===== config.mk =====
export PLATFORM = sky130hd
export DESIGN_NAME = mitchell_divider
export DESIGN_NICKNAME = d
export VERILOG_FILES = /design/src/rtl/mitchell_divider.sv
export SDC_FILE = /design/constraint.sdc
export NUM_CORES = 1
export LEC_CHECK = 0
export ABC_AREA = 1
export ABC_CLOCK_PERIOD_IN_PS = 9100
export CAP_MARGIN = 20
export CORE_ASPECT_RATIO = 1.5
export CORE_MARGIN = 3
export CORE_UTILIZATION = 60
export CTS_BUF_LIST = sky130_fd_sc_hd__clkbuf_16
export DETAILED_ROUTE_END_ITERATION = 12
export PLACE_DENSITY = 0.83
export SETUP_SLACK_MARGIN = 0.05
export SLEW_MARGIN = 30
export SYNTH_ARGS = -nofsm -noshare
export SYNTH_HDL_FRONTEND = slang
export SYNTH_SLANG_ARGS = --single-unit
export TNS_END_PERCENT = 1

===== constraint.sdc =====
create_clock -name clk -period 9.1 [get_ports clk]
set_clock_uncertainty 0.05 [all_clocks]
set_input_delay 1.82 -clock clk [delete_from_list [all_inputs] [get_ports clk]]
set_output_delay 1.82 -clock clk [all_outputs]
set_load 0.02 [all_outputs]

===== src/rtl/mitchell_divider.sv =====
// Iterative Mitchell-approximation unsigned divider: serial normalization, log-domain subtract, linear antilog.
// Define MITCHELL_DIV_ROUND_EN to round the final right shift half-up instead of truncating it.
module mitchell_divider #(
    parameter int BIT_WIDTH = 24,
    parameter int FRAC_BITS = 8
) (
    input  logic                           clk,
    input  logic                           rst_n,
    input  logic                           in_valid,
    output logic                           in_ready,
    input  logic [BIT_WIDTH-1:0]           dividend,
    input  logic [BIT_WIDTH-1:0]           divisor,
    output logic                           out_valid,
    input  logic                           out_ready,
    output logic [BIT_WIDTH+FRAC_BITS-1:0] quotient,
    output logic                           div_by_zero
);

    localparam int W   = BIT_WIDTH;
    localparam int OW  = BIT_WIDTH + FRAC_BITS;
    localparam int LZW = $clog2(BIT_WIDTH) + 1;
    localparam logic [LZW-1:0] LZ_ONE = {{(LZW-1){1'b0}}, 1'b1};

    typedef enum logic [1:0] {
        IDLE,
        NORM,
        CALC,
        DONE
    } state_t;

    state_t          state_q, state_d;
    logic [W-1:0]    a_q, a_d;
    logic [W-1:0]    b_q, b_d;
    logic [LZW-1:0]  lz_a_q, lz_a_d;
    logic [LZW-1:0]  lz_b_q, lz_b_d;
    logic [OW-1:0]   quotient_q, quotient_d;
    logic            dbz_q, dbz_d;

    logic [W-2:0]    frac_diff;
    logic            borrow;
    logic [W-1:0]    mant;
    int              exp_val;
    int              shift_val;
    logic [31:0]     shamt;
    logic [OW-1:0]   mant_ext;
    logic [OW-1:0]   round_add;
    logic [OW-1:0]   calc_q;

    // Log-domain subtraction of the normalized operands followed by the piecewise-linear antilog.
    always_comb begin
        frac_diff = a_q[W-2:0] - b_q[W-2:0];
        borrow    = (a_q[W-2:0] < b_q[W-2:0]);
        mant      = {1'b1, frac_diff};
        exp_val   = int'(lz_b_q) - int'(lz_a_q) - int'(borrow);
        shift_val = exp_val + FRAC_BITS - (W - 1);
        mant_ext  = {{(OW-W){1'b0}}, mant};
        round_add = '0;
        shamt     = '0;
        calc_q    = '0;
        if (shift_val >= 0) begin
            shamt  = $unsigned(shift_val);
            calc_q = mant_ext << shamt;
        end else begin
            shamt  = $unsigned(-shift_val);
`ifdef MITCHELL_DIV_ROUND_EN
            round_add = {{(OW-1){1'b0}}, 1'b1} << (shamt - 32'd1);
`else
            round_add = '0;
`endif
            calc_q = (mant_ext + round_add) >> shamt;
        end
    end

    always_comb begin
        state_d    = state_q;
        a_d        = a_q;
        b_d        = b_q;
        lz_a_d     = lz_a_q;
        lz_b_d     = lz_b_q;
        quotient_d = quotient_q;
        dbz_d      = dbz_q;
        case (state_q)
            IDLE: begin
                if (in_valid) begin
                    a_d    = dividend;
                    b_d    = divisor;
                    lz_a_d = '0;
                    lz_b_d = '0;
                    if (divisor == '0) begin
                        quotient_d = '1;
                        dbz_d      = 1'b1;
                        state_d    = DONE;
                    end else if (dividend == '0) begin
                        quotient_d = '0;
                        dbz_d      = 1'b0;
                        state_d    = DONE;
                    end else if (dividend[W-1] && divisor[W-1]) begin
                        state_d = CALC;
                    end else begin
                        state_d = NORM;
                    end
                end
            end
            // Leaves on the same edge that completes normalization, so NORM lasts max(lz_a, lz_b) cycles.
            NORM: begin
                if (!a_q[W-1]) begin
                    a_d    = a_q << 1;
                    lz_a_d = lz_a_q + LZ_ONE;
                end
                if (!b_q[W-1]) begin
                    b_d    = b_q << 1;
                    lz_b_d = lz_b_q + LZ_ONE;
                end
                if (a_d[W-1] && b_d[W-1]) begin
                    state_d = CALC;
                end
            end
            CALC: begin
                quotient_d = calc_q;
                dbz_d      = 1'b0;
                state_d    = DONE;
            end
            DONE: begin
                if (out_ready) begin
                    state_d = IDLE;
                end
            end
            default: state_d = IDLE;
        endcase
    end

    always_ff @(posedge clk) begin
        if (!rst_n) begin
            state_q    <= IDLE;
            a_q        <= '0;
            b_q        <= '0;
            lz_a_q     <= '0;
            lz_b_q     <= '0;
            quotient_q <= '0;
            dbz_q      <= 1'b0;
        end else begin
            state_q    <= state_d;
            a_q        <= a_d;
            b_q        <= b_d;
            lz_a_q     <= lz_a_d;
            lz_b_q     <= lz_b_d;
            quotient_q <= quotient_d;
            dbz_q      <= dbz_d;
        end
    end

    assign in_ready    = (state_q == IDLE);
    assign out_valid   = (state_q == DONE);
    assign quotient    = quotient_q;
    assign div_by_zero = dbz_q;

endmodule

==> reports/metrics.csv <==
stage;metric;value;unit
placed_design;port_buffers;86;
placed_design;placed_cells;1665;
global_route;grt_first_pass_wirelength;47.3;mm
route;dr.pass1.iters;5;
global_route;grt_max_degree;59;
route;drt.antenna.violating_nets;0;
critical_path;cp_slowest_cell;inv_1;
cells_and_area;multi_input_area;6130;µm²
synth;synth.area.top_cells;dfxtp_1, nand2_1, nand3_1;
synth;yosysUniqueCellTypes;58;
route;vias;10300;
clock_tree;cts_hold_buf;0;
synth;syn_area_per_cell;6.08;µm²
sta;max_freq;141;MHz
sta;min_period;7100;ps
critical_path;cp.required;9340;ps
sta;hold_viol_final;0;
sta;max_slew_margin;33.0;%
cells_and_area;postLayoutCellArea;9980;µm²
synth;async_reset_ff_share;0;%
sta;slew_violations;0;
cells_and_area;area_delta_synth_final;13.2;%
worst_hold_path;hp-start;b_q[0];
placed_design;routabilityCongestion;1.11;
die;num_rows;53;
clock_tree;cts_root_buffer;clkbuf_16;
clock_tree;cts_tree;yes;
route;wl;29.0;mm
critical_path;cp-start-kind;flip-flop;
die;die_h;154;µm
route;via_per_inst;6.15;
placed_design;placed_area;9690;µm²
critical_path;crit_fanout;33;
die;dieArea;16200;µm²
sta;rsz0062_at_grt;false;
critical_path;path_class;flip-flop to flip-flop;
synth;synth_largest_area_cell;dfxtp_1;
synth;yosys.cell_count.top_type;nand2_1;
die;start_util;62.1;%
die;core_area;14200;µm²
critical_path;end_kind;flip-flop;
global_route;antenna_found_initial;0;
clock_tree;clkLatencyLatePin;370;ps
cells_and_area;layout.nets;1587;
sta;period_share;78.0;%
clock_tree;cts.path.max_buffers;2;
cells_and_area;fin_cells;1681;
clock_tree;cts_resized;0;
route;drt_iter0_markers;803;
global_route;grt_overflow;0;
synth;ys_seq_elements;95;
synth;synth_edf_count;0;
synth;syn_area;8820;µm²
sta;tns;0;ps
cells_and_area;n_antenna_cell;0;
global_route;grt_pass1_vias;9774;
global_route;grt_use_total;35.8;%
placed_design;dp.final_hpwl;22.5;mm
clock_tree;clk_pin_slew_worst_paths;70;ps
clock_tree;cts_buffers;9;
clock_tree;clkSinkCount;95;
clock_tree;postCtsSetupBuffers;0;
route;wl_per_cell;17.2;µm
clock_tree;htree_levels;3;
synth;synth.net_count;1554;
die;die_width;105;µm
synth;ys_seq_area_share;21.6;%
sta;worst_slew_pin_slew;1000;ps
cells_and_area;n_fill_cell;1348;
synth;yosys_warnings;0;
cells_and_area;drive_above_1_share;4.97;%
cells_and_area;seq_area;1900;µm²
route;drcViolationCount;0;
die;io_pins;87;
sta;setup_viol;0;
critical_path;max_stage_delay;700;ps
outcome;status;finished, final reports clean;
critical_path;arrival;7340;ps
synth;synth_flop_cell;dfxtp_1;
synth;postSynthCellCount;1451;
worst_hold_path;hold_path.class;flip-flop to flip-flop;
job;cap_violations;0;
synth;synth.top_cell.area_share;21.6;%
cells_and_area;utilization;70.3;%
critical_path;worstSetupStartpoint;b_q[4];
critical_path;r2r-start;b_q[4];
synth;synth_commonest_cells;nand2_1, nand3_1, inv_1;
cells by family after synthesis:
| logic type | share of synthesized area [%] |
|---|---|
| AND/OR/NAND/NOR | 39.0 |
| AO/OA/AOI/OAI | 20.5 |
| buffers and inverters | 8.88 |
| flip-flops | 21.6 |
| adder cells (fa/ha/maj) | 7.41 |
| XOR/XNOR | 2.38 |
| multiplexers | 0.227 |
sequential cells by signal (all words and copies together), names as in the netlist:
signal and flops:
a_q 24, b_q 24, div_by_zero 1, lz_a_q 6, lz_b_q 6, quotient 32
state_q 2
placed cells by master, fill, tap and decap left out, types with 18 or more instances in the layout:
| master | count |
|---|---|
| inv_1 | 111 |
| nand3_1 | 132 |
| nand2_1 | 418 |
| dfxtp_1 | 95 |
| nand4_1 | 58 |
| ha_1 | 49 |
| o21ai_0 | 110 |
| a21oi_1 | 85 |
| a221oi_1 | 20 |
| xor2_1 | 18 |
| clkdlybuf4s50_1 | 86 |
| a31oi_1 | 26 |
| o21ai_1 | 20 |
| nor2_1 | 92 |
worst max-delay path, delay by kind of cell, from the launching register on:
family                   cells  cell delay [ps]
AO/OA/AOI/OAI                7             1450
adder cells (fa/ha/maj)      5             1600
buffers and inverters        3              830
flip-flops                   1              370
AND/OR/NAND/NOR             18             2690
path summary, 6_finish.rpt:
check | end | slack (ps) | cells after the start
min | b_q[0] | 440 | 2
max reg2reg | quotient[0] | 2000 | 33
max | quotient[0] | 2000 | 33
min reg2reg | b_q[0] | 440 | 2
final cells by class:
type | count | area share (%)
multi-input combinational | 1157 | 61.4
inverter | 122 | 4.59
timing repair buffer | 99 | 9.60
tap | 192 | 2.41
clock inverter | 7 | 0.664
clock buffer | 9 | 2.26
sequential | 95 | 19.0
layer usage:
| layer | vias up | global-route usage [%] | part of all wire, % |
|---|---|---|---|
| met4 | 0 | 29.8 | 9.2 |
| met3 | 161 | 4.80 | 6.5 |
| met2 | 525 | 60.7 | 48 |
| li1 | 5039 | - | - |
| met5 | - | 0 | 0 |
| met1 | 4616 | 39.4 | 37 |
through the flow:
stage	setup WS, ps	hold WS [ps]
6_report	2000	444
5_1_grt	1400	449
4_1_cts	2100	443
3_5_place_dp	2170	431
3_3_place_gp	2360	397
2_1_floorplan	3430	389
Power is not shown: default switching activity piles up to over one toggle a cycle in this logic, so the estimate is an artifact.
